**src/rtl/clk_gate_ctrl.sv**
```systemverilog
// Clock-gate handshake controller: OFF -> WAKE -> ON -> IDLE -> OFF.
// Optional macro CLK_GATE_TEST_MODE_EN adds TEST_MODE forcing CLK_EN high.
module clk_gate_ctrl #(
  parameter int WAKE_CYCLES = 2,
  parameter int IDLE_CYCLES = 8,
  parameter int CNT_W       = 8
) (
  input  logic       CLK,
  input  logic       RST,
  input  logic       REQ,
  input  logic       BUSY,
`ifdef CLK_GATE_TEST_MODE_EN
  input  logic       TEST_MODE,
`endif
  output logic       CLK_EN,
  output logic       ACK,
  output logic [1:0] GATE_STATE
);

  typedef enum logic [1:0] {
    S_OFF  = 2'b00,
    S_WAKE = 2'b01,
    S_ON   = 2'b10,
    S_IDLE = 2'b11
  } state_e;

  localparam logic [CNT_W-1:0] WAKE_LAST = CNT_W'(WAKE_CYCLES - 1);
  localparam logic [CNT_W-1:0] IDLE_LOAD = CNT_W'(IDLE_CYCLES - 1);
  localparam logic [CNT_W-1:0] CNT_ONE   = CNT_W'(1);
  localparam logic [CNT_W-1:0] CNT_ZERO  = '0;

  state_e           state_q, state_d;
  logic [CNT_W-1:0] cnt_q, cnt_d;
  logic             en_q, en_d;
  logic             ack_q, ack_d;
  logic             active;

  assign active = REQ | BUSY;

  // Next-state, counter and registered-output logic
  always_comb begin
    state_d = state_q;
    cnt_d   = cnt_q;
    en_d    = en_q;
    ack_d   = ack_q;
    unique case (state_q)
      S_OFF: begin
        if (REQ) begin
          state_d = S_WAKE;
          cnt_d   = CNT_ZERO;
          en_d    = 1'b1;
          ack_d   = 1'b0;
        end
      end
      S_WAKE: begin
        if (cnt_q == WAKE_LAST) begin
          state_d = S_ON;
          ack_d   = 1'b1;
        end else begin
          cnt_d = cnt_q + CNT_ONE;
        end
      end
      S_ON: begin
        if (!active) begin
          if (IDLE_CYCLES == 0) begin
            state_d = S_OFF;
            en_d    = 1'b0;
            ack_d   = 1'b0;
          end else begin
            state_d = S_IDLE;
            cnt_d   = IDLE_LOAD;
          end
        end
      end
      S_IDLE: begin
        if (active) begin
          state_d = S_ON;
        end else if (cnt_q == CNT_ZERO) begin
          state_d = S_OFF;
          en_d    = 1'b0;
          ack_d   = 1'b0;
        end else begin
          cnt_d = cnt_q - CNT_ONE;
        end
      end
      default: begin
        state_d = S_OFF;
        cnt_d   = CNT_ZERO;
        en_d    = 1'b0;
        ack_d   = 1'b0;
      end
    endcase
  end

  // State and output registers with synchronous reset
  always_ff @(posedge CLK) begin
    if (RST) begin
      state_q <= S_OFF;
      cnt_q   <= CNT_ZERO;
      en_q    <= 1'b0;
      ack_q   <= 1'b0;
    end else begin
      state_q <= state_d;
      cnt_q   <= cnt_d;
      en_q    <= en_d;
      ack_q   <= ack_d;
    end
  end

`ifdef CLK_GATE_TEST_MODE_EN
  assign CLK_EN = en_q | TEST_MODE;
`else
  assign CLK_EN = en_q;
`endif
  assign ACK        = ack_q;
  assign GATE_STATE = state_q;

endmodule

```
**config.mk**
```make
export PLATFORM = sky130hd
export DESIGN_NAME = clk_gate_ctrl
export DESIGN_NICKNAME = d
export VERILOG_FILES = /design/src/rtl/clk_gate_ctrl.sv
export SDC_FILE = /design/constraint.sdc
export NUM_CORES = 1
export LEC_CHECK = 0
export ABC_AREA = 1
export CAP_MARGIN = 20
export CORE_UTILIZATION = 51
export DETAILED_ROUTE_END_ITERATION = 8
export GPL_TIMING_DRIVEN = 0
export PLACE_DENSITY = 0.84
export SYNTH_ARGS = -nofsm -noshare
export SYNTH_HDL_FRONTEND = slang
export SYNTH_SLANG_ARGS = --single-unit
```
**constraint.sdc**
```tcl
create_clock -name CLK -period 1.3 [get_ports CLK]
set_input_delay 0.13 -clock CLK [delete_from_list [all_inputs] [get_ports CLK]]
set_output_delay 0.13 -clock CLK [all_outputs]
set_load 0.005 [all_outputs]
```
==> flow_summary.json <==
{
  "remaining_drc_errors": 0,
  "grt_max_degree": 10,
  "place_ws_ns": -0.280,
  "yosysTopAreaCellShare_pct": 24.3,
  "synthTopCellsByArea": "dfxtp_1, nand2_1, nand3_1",
  "critPathRequiredTime_ns": 1.50,
  "drive_above_1_share_pct": 44.2,
  "fp.dieH_microns": 46.0,
  "skew_ns": 0.000712,
  "avgRoutedWirePerCell_microns": 19.2,
  "max_freq_mhz": 659,
  "slew_violations": 0,
  "yosysUniqueCellTypes": 24,
  "max-slew-margin-rel_pct": 67.1,
  "coreArea_sq_um": 1760,
  "final_nets": 206,
  "worst_hold_path_type": "in2reg",
  "vias": 1422,
  "end_kind": "register",
  "holdPathEnd": "GATE_STATE[0]",
  "ant_nets": 0,
  "crit_type": "reg2reg",
  "avgSynthCellArea_sq_um": 5.88,
  "r2r_slack_ns": -0.22,
  "die_x_microns": 46.0,
  "syn_inst": 168,
  "cts_tree": "built",
  "first_global_vias": 1238,
  "rsz0062_at_grt": "true",
  "status": "finished with violations",
  "min_period_over_period_pct": 117,
  "cts_buffers": 3,
  "place.gp.congestion": 0.908,
  "ys_seq_area_share_pct": 24.3,
  "hold_depth": 2,
  "dp_hpwl_mm": 1.80,
  "ys_ff_latch": 12,
  "yosysWarnings": 0,
  "clock_path_buffers": 2,
  "grt_pass1_wl_mm": 5.58,
  "start_kind": "register",
  "p_seq_share_pct": 21.7,
  "grt.total_usage_pct": 38.0,
  "clkTransAtPathRegs_ns": 0.07,
  "insertion_delay_ns": 0.27,
  "vias_per_cell": 6.41,
  "worstMarginPinSlew_ns": 0.494,
  "power_density_nw_per_um2": 1710,
  "first_pass_iters": 5,
  "drt_iter0_markers": 159,
  "grt_overflow": 0,
  "r2r_end": "cnt_q[7]",
  "switching_power_mw": 1.26,
  "worst_ep_arrival_time_ns": 1.72,
  "pwr-share-comb_pct": 66.9,
  "syn_to_final_growth_pct": 52.2,
  "synth_top_area_cell": "dfxtp_1",
  "synth_area_sq_um": 987,
  "setup_ws_ns": -0.217,
  "timing.reg2reg.worst_path_depth": 8,
  "finalSetupViolations": 11,
  "holdBufCountCts": 0,
  "power.internal_mw": 1.31,
  "cts.sinks": 12,
  "die-area_sq_um": 2120,
  "floorplan.initialDensity_pct": 56.0,
  "period_minus_slack_ns": 1.52,
  "row_count": 15,
  "drv_cap": 0,
  "holdCritStartpoint": "RST",
  "crit-reg2reg-launch": "GATE_STATE[0]",
  "clockPowerShare_pct": 11.4,
  "p_leak_nw": 0.708,
  "ios": 8,
  "cts_root_buf": "clkbuf_4",
  "timing.hold.ws_ns": 0.281,
  "violations": "setup timing",
  "ir_worst_vdd_uv": 1430,
  "crit_fanout": 8,
  "wl_mm": 4.27,
  "finalPower_mw": 2.57,
  "switching_share_pct": 48.9,
  "finalCoreUtilization_pct": 85.2,
  "hold_violations": 0,
  "io_buffers": 6,
  "grt_antenna_before_repair": 0,
  "syn_nets": 176,
  "cts_max_level": 1,
  "antenna_cells": 0
}
[through the flow]
stage          setup TNS (ns)  cell area [sq um]  std cells
2_1_floorplan        -0.00553                987        168
3_3_place_gp            -2.04               1080        199
3_5_place_dp            -2.44               1080        199
4_1_cts                -0.348               1410        221
5_1_grt                 -2.43               1500        222
6_report                -1.70               1500        222
[how the worst max path moves through the flow]
stage               endpoint  depth (start not counted)          start
floorplan           cnt_q[5]                          8       cnt_q[0]
global placement    cnt_q[5]                          8       cnt_q[0]
detailed placement  cnt_q[0]                         10            REQ
CTS                 cnt_q[6]                         10       cnt_q[0]
global route        cnt_q[4]                          8       cnt_q[0]
finish              cnt_q[7]                          8  GATE_STATE[0]
[power groups by stage]
stage                     Combinational (mW)  Sequential (mW)  Clock (mW)
after detailed placement               0.935            0.523           0
after floorplan                        0.715            0.506           0
after global placement                 0.907            0.517           0
after global routing                    1.83            0.562       0.313
after CTS                               1.43            0.537       0.299
final                                   1.72            0.558       0.292
[cell usage in the layout (no fill, tap or decap)]
| cell | Yosys | routed |
|---|---|---|
| dfxtp_2 | 0 | 5 |
| o21ai_2 | 0 | 3 |
| o211ai_1 | 2 | 2 |
| clkbuf_1 | 1 | 1 |
| ha_2 | 0 | 2 |
| clkdlybuf4s50_1 | 0 | 4 |
| nand3_4 | 0 | 2 |
| clkbuf_4 | 0 | 3 |
| inv_2 | 1 | 7 |
| clkinv_4 | 0 | 1 |
| nand4_1 | 3 | 3 |
| buf_6 | 1 | 3 |
| clkbuf_8 | 0 | 1 |
| nor2_1 | 24 | 17 |
| dfxtp_1 | 12 | 4 |
| dfxtp_4 | 0 | 3 |
| inv_4 | 0 | 4 |
| a21oi_2 | 0 | 2 |
| nand2_2 | 3 | 8 |
| ha_4 | 0 | 2 |
| o21bai_1 | 1 | 1 |
| a31oi_1 | 1 | 1 |
| o21ai_0 | 9 | 2 |
| a21oi_1 | 8 | 6 |
| buf_4 | 1 | 18 |
| nor3_4 | 0 | 1 |
| nand2_1 | 48 | 35 |
| dlygate4sd2_1 | 0 | 1 |
| o21ai_1 | 3 | 7 |
| nand3_1 | 19 | 17 |
| nor2_4 | 2 | 8 |
| nor2_2 | 3 | 4 |
| nand3_2 | 1 | 2 |
| dlymetal6s2s_1 | 0 | 1 |
| inv_1 | 18 | 8 |
| nand2_4 | 0 | 8 |
[critical path, stage by stage (launching register included)]
cell and delay [ns]:
dfxtp_4 0.39, inv_1 0.13, nand2_4 0.12, nor2_2 0.07
nor2_4 0.12, nand2_2 0.10, nor2_4 0.21, nand2_1 0.15
a21oi_1 0.17
[area by class of cell]
type / count / area, sq um
buffer: 4 / 37.5
clock buffer: 4 / 36.3
fill: 104 / 262
inverter: 20 / 90.1
multi-input combinational: 133 / 853
sequential: 12 / 258
tap: 25 / 31.3
timing repair buffer: 24 / 196
[flip-flops by register name, indices dropped and copies added (netlist names)]
register    count
cnt_q           8
CLK_EN          1
GATE_STATE      2
ACK             1
[what timing repair did]
item                       4_1_cts  5_1_grt
setup buffers                   17        1
pin swaps                       25       14
gates cloned                     1        0
hold endpoints to repair         0        0
setup endpoints to repair       14       13
resized for setup               58       30
[Yosys cell counts]
library cell and n:
clkinv_2 1, ha_1 4, inv_2 1, buf_6 1, nand2_2 3, clkbuf_1 1
dfxtp_1 12, nand4_1 3, inv_1 18, nor3_2 1, o21ai_0 9, a31oi_1 1
nor2_1 24, nand2_1 48, buf_4 1, nand3_1 19, o211ai_1 2, o21ai_1 3
buf_2 1, nand3_2 1, nor2_4 2, a21oi_1 8, nor2_2 3, o21bai_1 1
[kinds of logic (layout without fill, tap and decap cells)]
| kind of cell | Yosys count | in the layout | synth area share [%] |
|---|---|---|---|
| buffers and inverters | 24 | 52 | 10.5 |
| AOI/OAI and AO/OA | 24 | 24 | 13.1 |
| DFF | 12 | 12 | 24.3 |
| and+or+nand+nor | 104 | 105 | 47.0 |
| adders and majority gates | 4 | 4 | 5.07 |
[layer usage]
metal  global-route usage (%)  part of all wire, %
met4                     25.3                  7.2
met2                     60.6                   47
met5                        0                    0
met1                     46.2                   34
met3                     6.35                   12
(Power assumes the default switching activity.)
